[src/rtl/spi_sram_pkg.sv]
// Opcodes, mode byte, bit-count limits and FSM states
// shared by the SPI SRAM responder and its bench.
package spi_sram_pkg;

   localparam logic [7:0] OP_READ  = 8'h03;
   localparam logic [7:0] OP_WRITE = 8'h02;
   localparam logic [7:0] OP_RDMR  = 8'h05;
   localparam logic [7:0] MODE_SEQ = 8'h40;

   localparam logic [4:0] BYTE_LAST = 5'd7;
   localparam logic [4:0] ADDR_LAST = 5'd23;

   typedef enum logic [2:0] {
      IDLE,
      CMD,
      ADDR,
      WDATA,
      RDATA,
      RDMR,
      IGNORE
   } state_t;

endpackage

[src/rtl/spi_sram_responder_sync.sv]
// Two-flop synchronizer for one SPI pin with
// single-cycle rise/fall pulses from the synced copy.
module spi_input_sync (
   input  logic clk_i,
   input  logic rst_ni,
   input  logic d,
   output logic q,
   output logic rise,
   output logic fall
);

   logic meta;
   logic prev;

   always_ff @(posedge clk_i or negedge rst_ni) begin
      if (!rst_ni) begin
         meta <= 1'b0;
         q    <= 1'b0;
         prev <= 1'b0;
      end else begin
         meta <= d;
         q    <= meta;
         prev <= q;
      end
   end

   assign rise = q & ~prev;
   assign fall = ~q & prev;

endmodule

[src/rtl/spi_sram_responder.sv]
// 23LC1024-style SPI SRAM responder, sequential mode,
// backed by a DEPTH-byte internal array.
module spi_sram_responder
   import spi_sram_pkg::*;
#(
   parameter int unsigned DEPTH = 256
) (
   input  logic clk_i,
   input  logic rst_ni,
   input  logic spi_ss_n,
   input  logic spi_sck,
   input  logic spi_mosi,
   output logic spi_miso,
   output logic spi_miso_oe
);

   localparam int unsigned AW = $clog2(DEPTH);

   logic ss_q, ss_rise, ss_fall;
   logic sck_q, sck_rise, sck_fall;
   logic mosi_q, mosi_rise, mosi_fall;
   logic unused_sync;

   spi_input_sync u_ss (
      .clk_i(clk_i), .rst_ni(rst_ni), .d(spi_ss_n),
      .q(ss_q), .rise(ss_rise), .fall(ss_fall)
   );
   spi_input_sync u_sck (
      .clk_i(clk_i), .rst_ni(rst_ni), .d(spi_sck),
      .q(sck_q), .rise(sck_rise), .fall(sck_fall)
   );
   spi_input_sync u_mosi (
      .clk_i(clk_i), .rst_ni(rst_ni), .d(spi_mosi),
      .q(mosi_q), .rise(mosi_rise), .fall(mosi_fall)
   );

   assign unused_sync = &{1'b0, ss_rise, sck_q, mosi_rise, mosi_fall};

   state_t        state;
   logic [4:0]    bit_cnt;
   logic [7:0]    rx;
   logic [7:0]    tx;
   logic [AW-1:0] ptr;
   logic          is_rd;
   logic          load;
   logic [7:0]    mem [DEPTH];

   logic [7:0] rx_byte;
   logic [7:0] rd_byte;
   logic       wr_en;

   assign rx_byte = {rx[6:0], mosi_q};
   assign rd_byte = (state == RDMR) ? MODE_SEQ : mem[ptr];
   assign wr_en   = sck_rise & ~ss_q & (state == WDATA)
                  & (bit_cnt == BYTE_LAST);

   always_ff @(posedge clk_i) begin
      if (wr_en) mem[ptr] <= rx_byte;
   end

   always_ff @(posedge clk_i or negedge rst_ni) begin
      if (!rst_ni) begin
         state       <= IDLE;
         bit_cnt     <= '0;
         rx          <= '0;
         tx          <= '0;
         ptr         <= '0;
         is_rd       <= 1'b0;
         load        <= 1'b0;
         spi_miso    <= 1'b0;
         spi_miso_oe <= 1'b0;
      end else if (ss_q) begin
         state       <= IDLE;
         bit_cnt     <= '0;
         load        <= 1'b0;
         spi_miso    <= 1'b0;
         spi_miso_oe <= 1'b0;
      end else begin
         load <= 1'b0;
         if (load) begin
            tx          <= rd_byte;
            spi_miso    <= rd_byte[7];
            spi_miso_oe <= 1'b1;
         end
         unique case (state)
            IDLE: begin
               if (ss_fall) begin
                  state   <= CMD;
                  bit_cnt <= '0;
               end
            end
            CMD: begin
               if (sck_rise) begin
                  rx      <= rx_byte;
                  bit_cnt <= bit_cnt + 5'd1;
                  if (bit_cnt == BYTE_LAST) begin
                     bit_cnt <= '0;
                     is_rd   <= (rx_byte == OP_READ);
                     unique case (1'b1)
                        (rx_byte == OP_READ),
                        (rx_byte == OP_WRITE): state <= ADDR;
                        (rx_byte == OP_RDMR): begin
                           state <= RDMR;
                           load  <= 1'b1;
                        end
                        default: state <= IGNORE;
                     endcase
                  end
               end
            end
            ADDR: begin
               // Shifting the whole 24-bit field leaves the low AW bits.
               if (sck_rise) begin
                  ptr     <= {ptr[AW-2:0], mosi_q};
                  bit_cnt <= bit_cnt + 5'd1;
                  if (bit_cnt == ADDR_LAST) begin
                     bit_cnt <= '0;
                     state   <= is_rd ? RDATA : WDATA;
                     load    <= is_rd;
                  end
               end
            end
            WDATA, RDATA, RDMR: begin
               if (sck_rise) begin
                  rx      <= rx_byte;
                  bit_cnt <= bit_cnt + 5'd1;
                  if (bit_cnt == BYTE_LAST) begin
                     bit_cnt <= '0;
                     if (state != RDMR) ptr <= ptr + AW'(1);
                  end
               end else if (sck_fall && state != WDATA) begin
                  // A fall at a byte boundary presents the next byte.
                  if (bit_cnt == '0) begin
                     tx       <= rd_byte;
                     spi_miso <= rd_byte[7];
                  end else begin
                     tx       <= {tx[6:0], 1'b0};
                     spi_miso <= tx[6];
                  end
               end
            end
            IGNORE: begin
            end
            default: state <= IDLE;
         endcase
      end
   end

endmodule

[config.mk]
export PLATFORM = sky130hd
export DESIGN_NAME = spi_sram_responder
export DESIGN_NICKNAME = d
export VERILOG_FILES = /design/src/rtl/spi_sram_pkg.sv /design/src/rtl/spi_sram_responder_sync.sv /design/src/rtl/spi_sram_responder.sv
export SDC_FILE = /design/constraint.sdc
export NUM_CORES = 2
export LEC_CHECK = 0
export BUFFER_PORTS_ARGS = -buffer_cell sky130_fd_sc_hd__buf_2
export CORE_UTILIZATION = 28
export CTS_CLUSTER_SIZE = 16
export DETAILED_ROUTE_END_ITERATION = 12
export SYNTH_ARGS = -nofsm -noshare
export SYNTH_HDL_FRONTEND = slang
export SYNTH_HIERARCHICAL = 1
export SYNTH_SLANG_ARGS = --single-unit
export TNS_END_PERCENT = 5
[constraint.sdc]
create_clock -name clk_i -period 6.7 [get_ports clk_i]
set_clock_uncertainty 0.05 [all_clocks]
set_input_delay 1.34 -clock clk_i [delete_from_list [all_inputs] [get_ports clk_i]]
set_output_delay 1.34 -clock clk_i [all_outputs]
set_load 0.01 [all_outputs]
## After elaboration in Yosys (flattened, before gate mapping)

Memory sizes are Yosys's and may differ from the RTL's.
Cells that the tools add are included.

| storage, ports and cells | value |
|---|---|
| bits in registers | 43 |
| RAM bits | 2048 |
| bits in latches | 0 |
| memory bits (read-only) | 0 |
| logic and storage cells | 112 |
| memories kept | 1 |
| output and inout bits | 2 |

Memories:

| memory | depth | width | rd ports | clocked after Yosys merged registers in | wr ports | line | source |
|---|---|---|---|---|---|---|---|
| mem | 256 | 8 | 1 | 0 | 1 | spi_sram_responder.sv:46 | `logic [7:0] mem [DEPTH];` |

| operators by class | value |
|---|---|
| equal/unequal tests | 24 |
| add/subtract/negate cells | 2 |
| shift-type cells | 0 |
| div/mod/pow operators | 0 |
| multipliers | 0 |
| multiplexer cells | 44 |
| reduce and logical (&&, ||, !) cells | 15 |
| $lt $le $gt $ge | 0 |
| bitwise gates (word level) | 9 |

Operators by type and width:

| operator | count |
|---|---|
| $mux 8 | 10 |
| $mux 5 | 6 |
| $mux 3 | 7 |
| $ne 3x2->1 const B | 6 |
| $eq 8x2->1 const B | 2 |
| $mux 1 | 16 |
| $pmux 8 s2 | 1 |
| $pmux 5 s3 | 1 |
| $pmux 3 s4 | 1 |
| $reduce_and 6->1 | 2 |
| $eq 3x3->1 const B | 3 |
| $add 8x1->8 const B | 1 |
| $eq 8x3->1 const B | 1 |
| $ne 2x2->1 const B | 4 |
| $reduce_and 4->1 | 2 |
| $reduce_or 4->1 | 2 |
| $and 1x1->1 | 6 |
| $eq 3x2->1 const B | 2 |
| $pmux 3 s2 | 1 |
| $add 5x1->5 const B | 1 |
| $eq 5x3->1 const B | 1 |
| $eq 5x5->1 const B | 1 |
| $logic_not 5->1 | 1 |
| $reduce_bool 2->1 | 2 |
| other kinds (12) | 14 |

## Logic depth before layout (Yosys ltp)

| depth | value |
|---|---|
| word-level depth | 7 |
| gate-level depth with buffers | 13 |

## By module

The synthesis kept the hierarchy.

By module, submodules not included:

| module | area an instance (µm²) | instances | sequential area each (µm²) | cells each |
|---|---|---|---|---|
| spi_sram_responder | 81411.8 | 1 | 62349.8 | 3811 |
| spi_input_sync | 90.1 | 3 | 75.1 | 5 |

## Least setup slack after synthesis

No wires, ideal clock.

| timing | value |
|---|---|
| kind | reg2reg |
| from | reg rx[0] |
| to | reg state[2] |
| clock period less this slack | 4710 ps |
| buffers on the path | 0 |
| path slack | 1990 ps |
| stages on the path, launching flop included | 6 |
| arrival | 4542 ps |
| path through | dfrtp_1 -> inv_1 -> or4_1 -> a22oi_1 -> nor4_1 -> a21o_1 |

| on the way | value |
|---|---|
| cells in the longest elaborated chain, start to end | 7 |

RTL lines:

| what | line | source |
|---|---|---|
| from (decl) | spi_sram_responder.sv:41 | `logic [7:0] rx;` |
| from (signal assigned) | spi_sram_responder.sv:94 | `rx <= rx_byte;` |
| from (signal assigned) | spi_sram_responder.sv:125 | `rx <= rx_byte;` |
| $eq 8x2->1, on equally long branches | spi_sram_responder.sv:100, spi_sram_responder.sv:101 |  |
| $reduce_or 2->1 | spi_sram_responder.sv:99 | `unique case (1'b1)` |
| $pmux 3 s2 (*) | spi_sram_responder.sv:99 |  |
| $mux 3 (*) | spi_sram_responder.sv:96 | `if (bit_cnt == BYTE_LAST) begin` |
| $mux 3 (*) | spi_sram_responder.sv:93 | `if (sck_rise) begin` |
| $pmux 3 s4 (*) | spi_sram_responder.sv:85 | `unique case (state)` |
| $mux 3 (*) | spi_sram_responder.sv:72 | `end else if (ss_q) begin` |
| to (signal assigned) | spi_sram_responder.sv:118 | `state <= is_rd ? RDATA : WDATA;` |
| to (decl) | spi_sram_responder.sv:39 | `state_t state;` |

Every way passes the cells marked *; elsewhere a longest branch is shown, timed or not. The select of a mux whose other input is x is not followed.
A chain may end at the register's enable or synchronous reset.

## Worst setup path after layout

| timing | value |
|---|---|
| from | reg ptr[0] |
| to | reg tx[2] |

| on the way | value |
|---|---|
| cells in the longest elaborated chain, start to end | 6 |

RTL lines:

| what | line | source |
|---|---|---|
| from (decl) | spi_sram_responder.sv:43 | `logic [AW-1:0] ptr;` |
| from (signal assigned) | spi_sram_responder.sv:114 | `ptr <= {ptr[AW-2:0], mosi_q};` |
| from (signal assigned) | spi_sram_responder.sv:129 | `if (state != RDMR) ptr <= ptr + AW'(1);` |
| $mem_v2 256x8 (*) | -- |  |
| $mux 8 (*) | spi_sram_responder.sv:53 | `assign rd_byte = (state == RDMR) ? MODE_SEQ : mem[ptr];` |
| $mux 8, on equally long branches | spi_sram_responder.sv:80, spi_sram_responder.sv:133 |  |
| $mux 8 | spi_sram_responder.sv:131 | `end else if (sck_fall && state != WDATA) begin` |
| $mux 8 | spi_sram_responder.sv:124 | `if (sck_rise) begin` |
| $mux 8 (*) | spi_sram_responder.sv:85 |  |
| to (signal assigned) | spi_sram_responder.sv:81 | `tx <= rd_byte;` |
| to (signal assigned) | spi_sram_responder.sv:134 | `tx <= rd_byte;` |
| to (signal assigned) | spi_sram_responder.sv:137 | `tx <= {tx[6:0], 1'b0};` |
| to (decl) | spi_sram_responder.sv:42 | `logic [7:0] tx;` |

Every way passes the cells marked *; elsewhere a longest branch is shown, timed or not.

==> impl_metrics.json <==
{
  "status": "complete, no violations",
  "antenna_found_initial": 4,
  "die_w_um": 542,
  "min-delay-start": "u_ss/meta",
  "io_buffer_count": 6,
  "first_global_vias": 40000,
  "pre_cts_slack_ns": 2.06,
  "final.setup.worst_slack_ns": 1.99,
  "arrival_ns": 5.43,
  "path_clk_slew_ns": 0.07,
  "cts-buffers-inserted": 203,
  "clock_latency_ns": 0.86,
  "post-route-util": 0.321,
  "overflow": 0,
  "wirelength_um": 217000,
  "layout.nets": 3908,
  "slew_viol_final": 0,
  "max_cap_violations": 0,
  "grtUsageTotal": 0.146,
  "synthToLayoutAreaGrowth_pct": 13.8,
  "setup_viol": 0,
  "cpMostUsedCell": "a21oi_1",
  "power.static_leakage_nw": 27.1,
  "r2r-start": "ptr[0]",
  "viasPerCell": 5.05,
  "hold_class": "flop to flop",
  "fin_crit_sh": 0.703,
  "syn_inst": 3822,
  "dieArea_um2": 294000,
  "placed_cell_area_um2": 86200,
  "path_cells": "buf_4 > nor2b_1 > a22oi_1 > a21oi_1 > nor2_1 > mux4_2 > or2_0 > a21oi_1",
  "num_rows": 197,
  "grt_max_degree": 173,
  "syn-num-nets": 3833,
  "post-cts-setup-buffers": 0,
  "fillers": 27200,
  "clockRootBuffer": "clkbuf_16",
  "tns_ns": 0,
  "cpPeakStageDelay_ns": 1.18,
  "gp_congestion": 0.900,
  "start_util": 0.282,
  "power.total_w": 0.0350,
  "ant_nets": 0,
  "clockBufferDepth": 3,
  "drt_iter0_markers": 5188,
  "synthesis.area_um2": 81600,
  "slew_headroom": 0.0325,
  "drive_above_1_share": 0.233,
  "p_per_area_nw_per_um2": 377,
  "avgSynthCellArea_um2": 21.4,
  "cts_tree": "done",
  "core_area_um2": 289000,
  "cts.htree.levels": 4,
  "postLayoutCellArea_um2": 92900,
  "fmax_ghz": 0.212,
  "wl_per_cell_um": 27.3,
  "clkSinkCount": 2090,
  "multi_input_area_um2": 17900,
  "min_period_ns": 4.71,
  "critPathSlowestCell": "nor2b_1",
  "rsz0062_at_grt": "no",
  "crit_path_start": "ptr[0]",
  "drc": 0,
  "cts_hold_buffers": 0,
  "ir_worst_vdd_uv": 398,
  "worstSetupPathType": "flop to flop",
  "grt_pass1_wl_um": 308000,
  "cts_resized": 0,
  "io-pin-count": 7,
  "end_kind": "flop",
  "dieHeight_um": 542,
  "vias": 40200,
  "regArea_um2": 62600,
  "dr.pass1.iters": 7,
  "max_slew.worst_pin.slew_ns": 1.45,
  "worstPathRequired_ns": 7.42,
  "yosysWarnings": 6,
  "place_hpwl_um": 132000,
  "worst_setup_path_start_kind": "flop",
  "worst-path-max-fanout": 31,
  "finalHoldViolations": 0
}
==> area by class of cell <==
type,instances,share of cell area
clock inverters,122,0.0146
inverters,10,0.000404
well taps,3880,0.0523
clock buffers,257,0.0576
flip-flops and latches,2090,0.674
repair buffers,89,0.00838
multi-input cells,1503,0.193
diodes,4,0.000108
==> per-layer routing <==
metal,vias up,wire (um),global-route usage,share of wire
met5,-,0,0,0
met2,1993,102000,0.230,0.47
met3,398,20000,0.0336,0.092
met1,21600,87700,0.197,0.40
li1,16200,-,-,-
met4,0,7900,0.0520,0.036
==> final timing paths <==
kind | cells past startpoint | slack, ns | endpoint
max in group asynchronous | 2 | 5.48 | ptr[5]
min in group asynchronous | 2 | 0.53 | u_mosi/meta
hold / removal | 0 | 0.30 | u_ss/q
setup reg to reg | 8 | 1.99 | tx[2]
setup / recovery | 8 | 1.99 | tx[2]
hold reg to reg | 0 | 0.30 | u_ss/q
==> critical path: cells and delay by family (launching register included) <==
family          cells  cell delay, ns
compound gates      3            1.03
buf+inv             1            0.55
flops               1            0.84
mux                 1            0.47
simple gates        3            1.62
==> placed cells by master (no fill, tap or decap), types with 16 or more instances in the layout <==
cell type,instances
clkbuf_1,50
a21oi_1,45
mux4_2,527
nand4_1,16
o21ai_0,24
nand3_1,35
clkinv_2,32
clkinv_1,44
dfrtp_1,28
mux2i_1,130
clkbuf_16,205
nand2_1,79
edfxtp_1,2048
nor2b_1,17
a221oi_1,16
bufinv_16,20
nor3_1,21
nor2_1,302
buf_4,73
a22o_1,24
a22oi_1,87
==> power breakdown <==
group | internal (W) | switching [W] | leakage, nW | total [W]
registers | 0.0154 | 0.000457 | 18.9 | 0.0159
logic | 0.00287 | 0.00483 | 4.97 | 0.00770
clock network | 0.00646 | 0.00501 | 3.22 | 0.0115
==> through the flow <==
| stage | hold slack (ns) | cells |
|---|---|---|
| global route | 0.305 | 7952 |
| CTS | 0.302 | 7951 |
| detailed placement | 0.289 | 7572 |
| finish | 0.300 | 7955 |
| global placement | 0.289 | 7572 |
| floorplan | 0.281 | 3822 |
==> registers in the layout, indices dropped and copies added, names as in the netlist <==
| name | count |
|---|---|
| rx | 7 |
| u_mosi/meta | 1 |
| u_ss/meta | 1 |
| load | 1 |
| u_sck/meta | 1 |
| spi_miso_oe | 1 |
| u_ss/q | 1 |
| tx | 7 |
| spi_miso | 1 |
| u_sck/q | 1 |
| mem | 2048 |
| u_ss/prev | 1 |
| state | 3 |
| ptr | 8 |
| is_rd | 1 |
| u_sck/prev | 1 |
| bit_cnt | 5 |
| u_mosi/q | 1 |
Note: power is estimated with default switching activity, not from simulation.
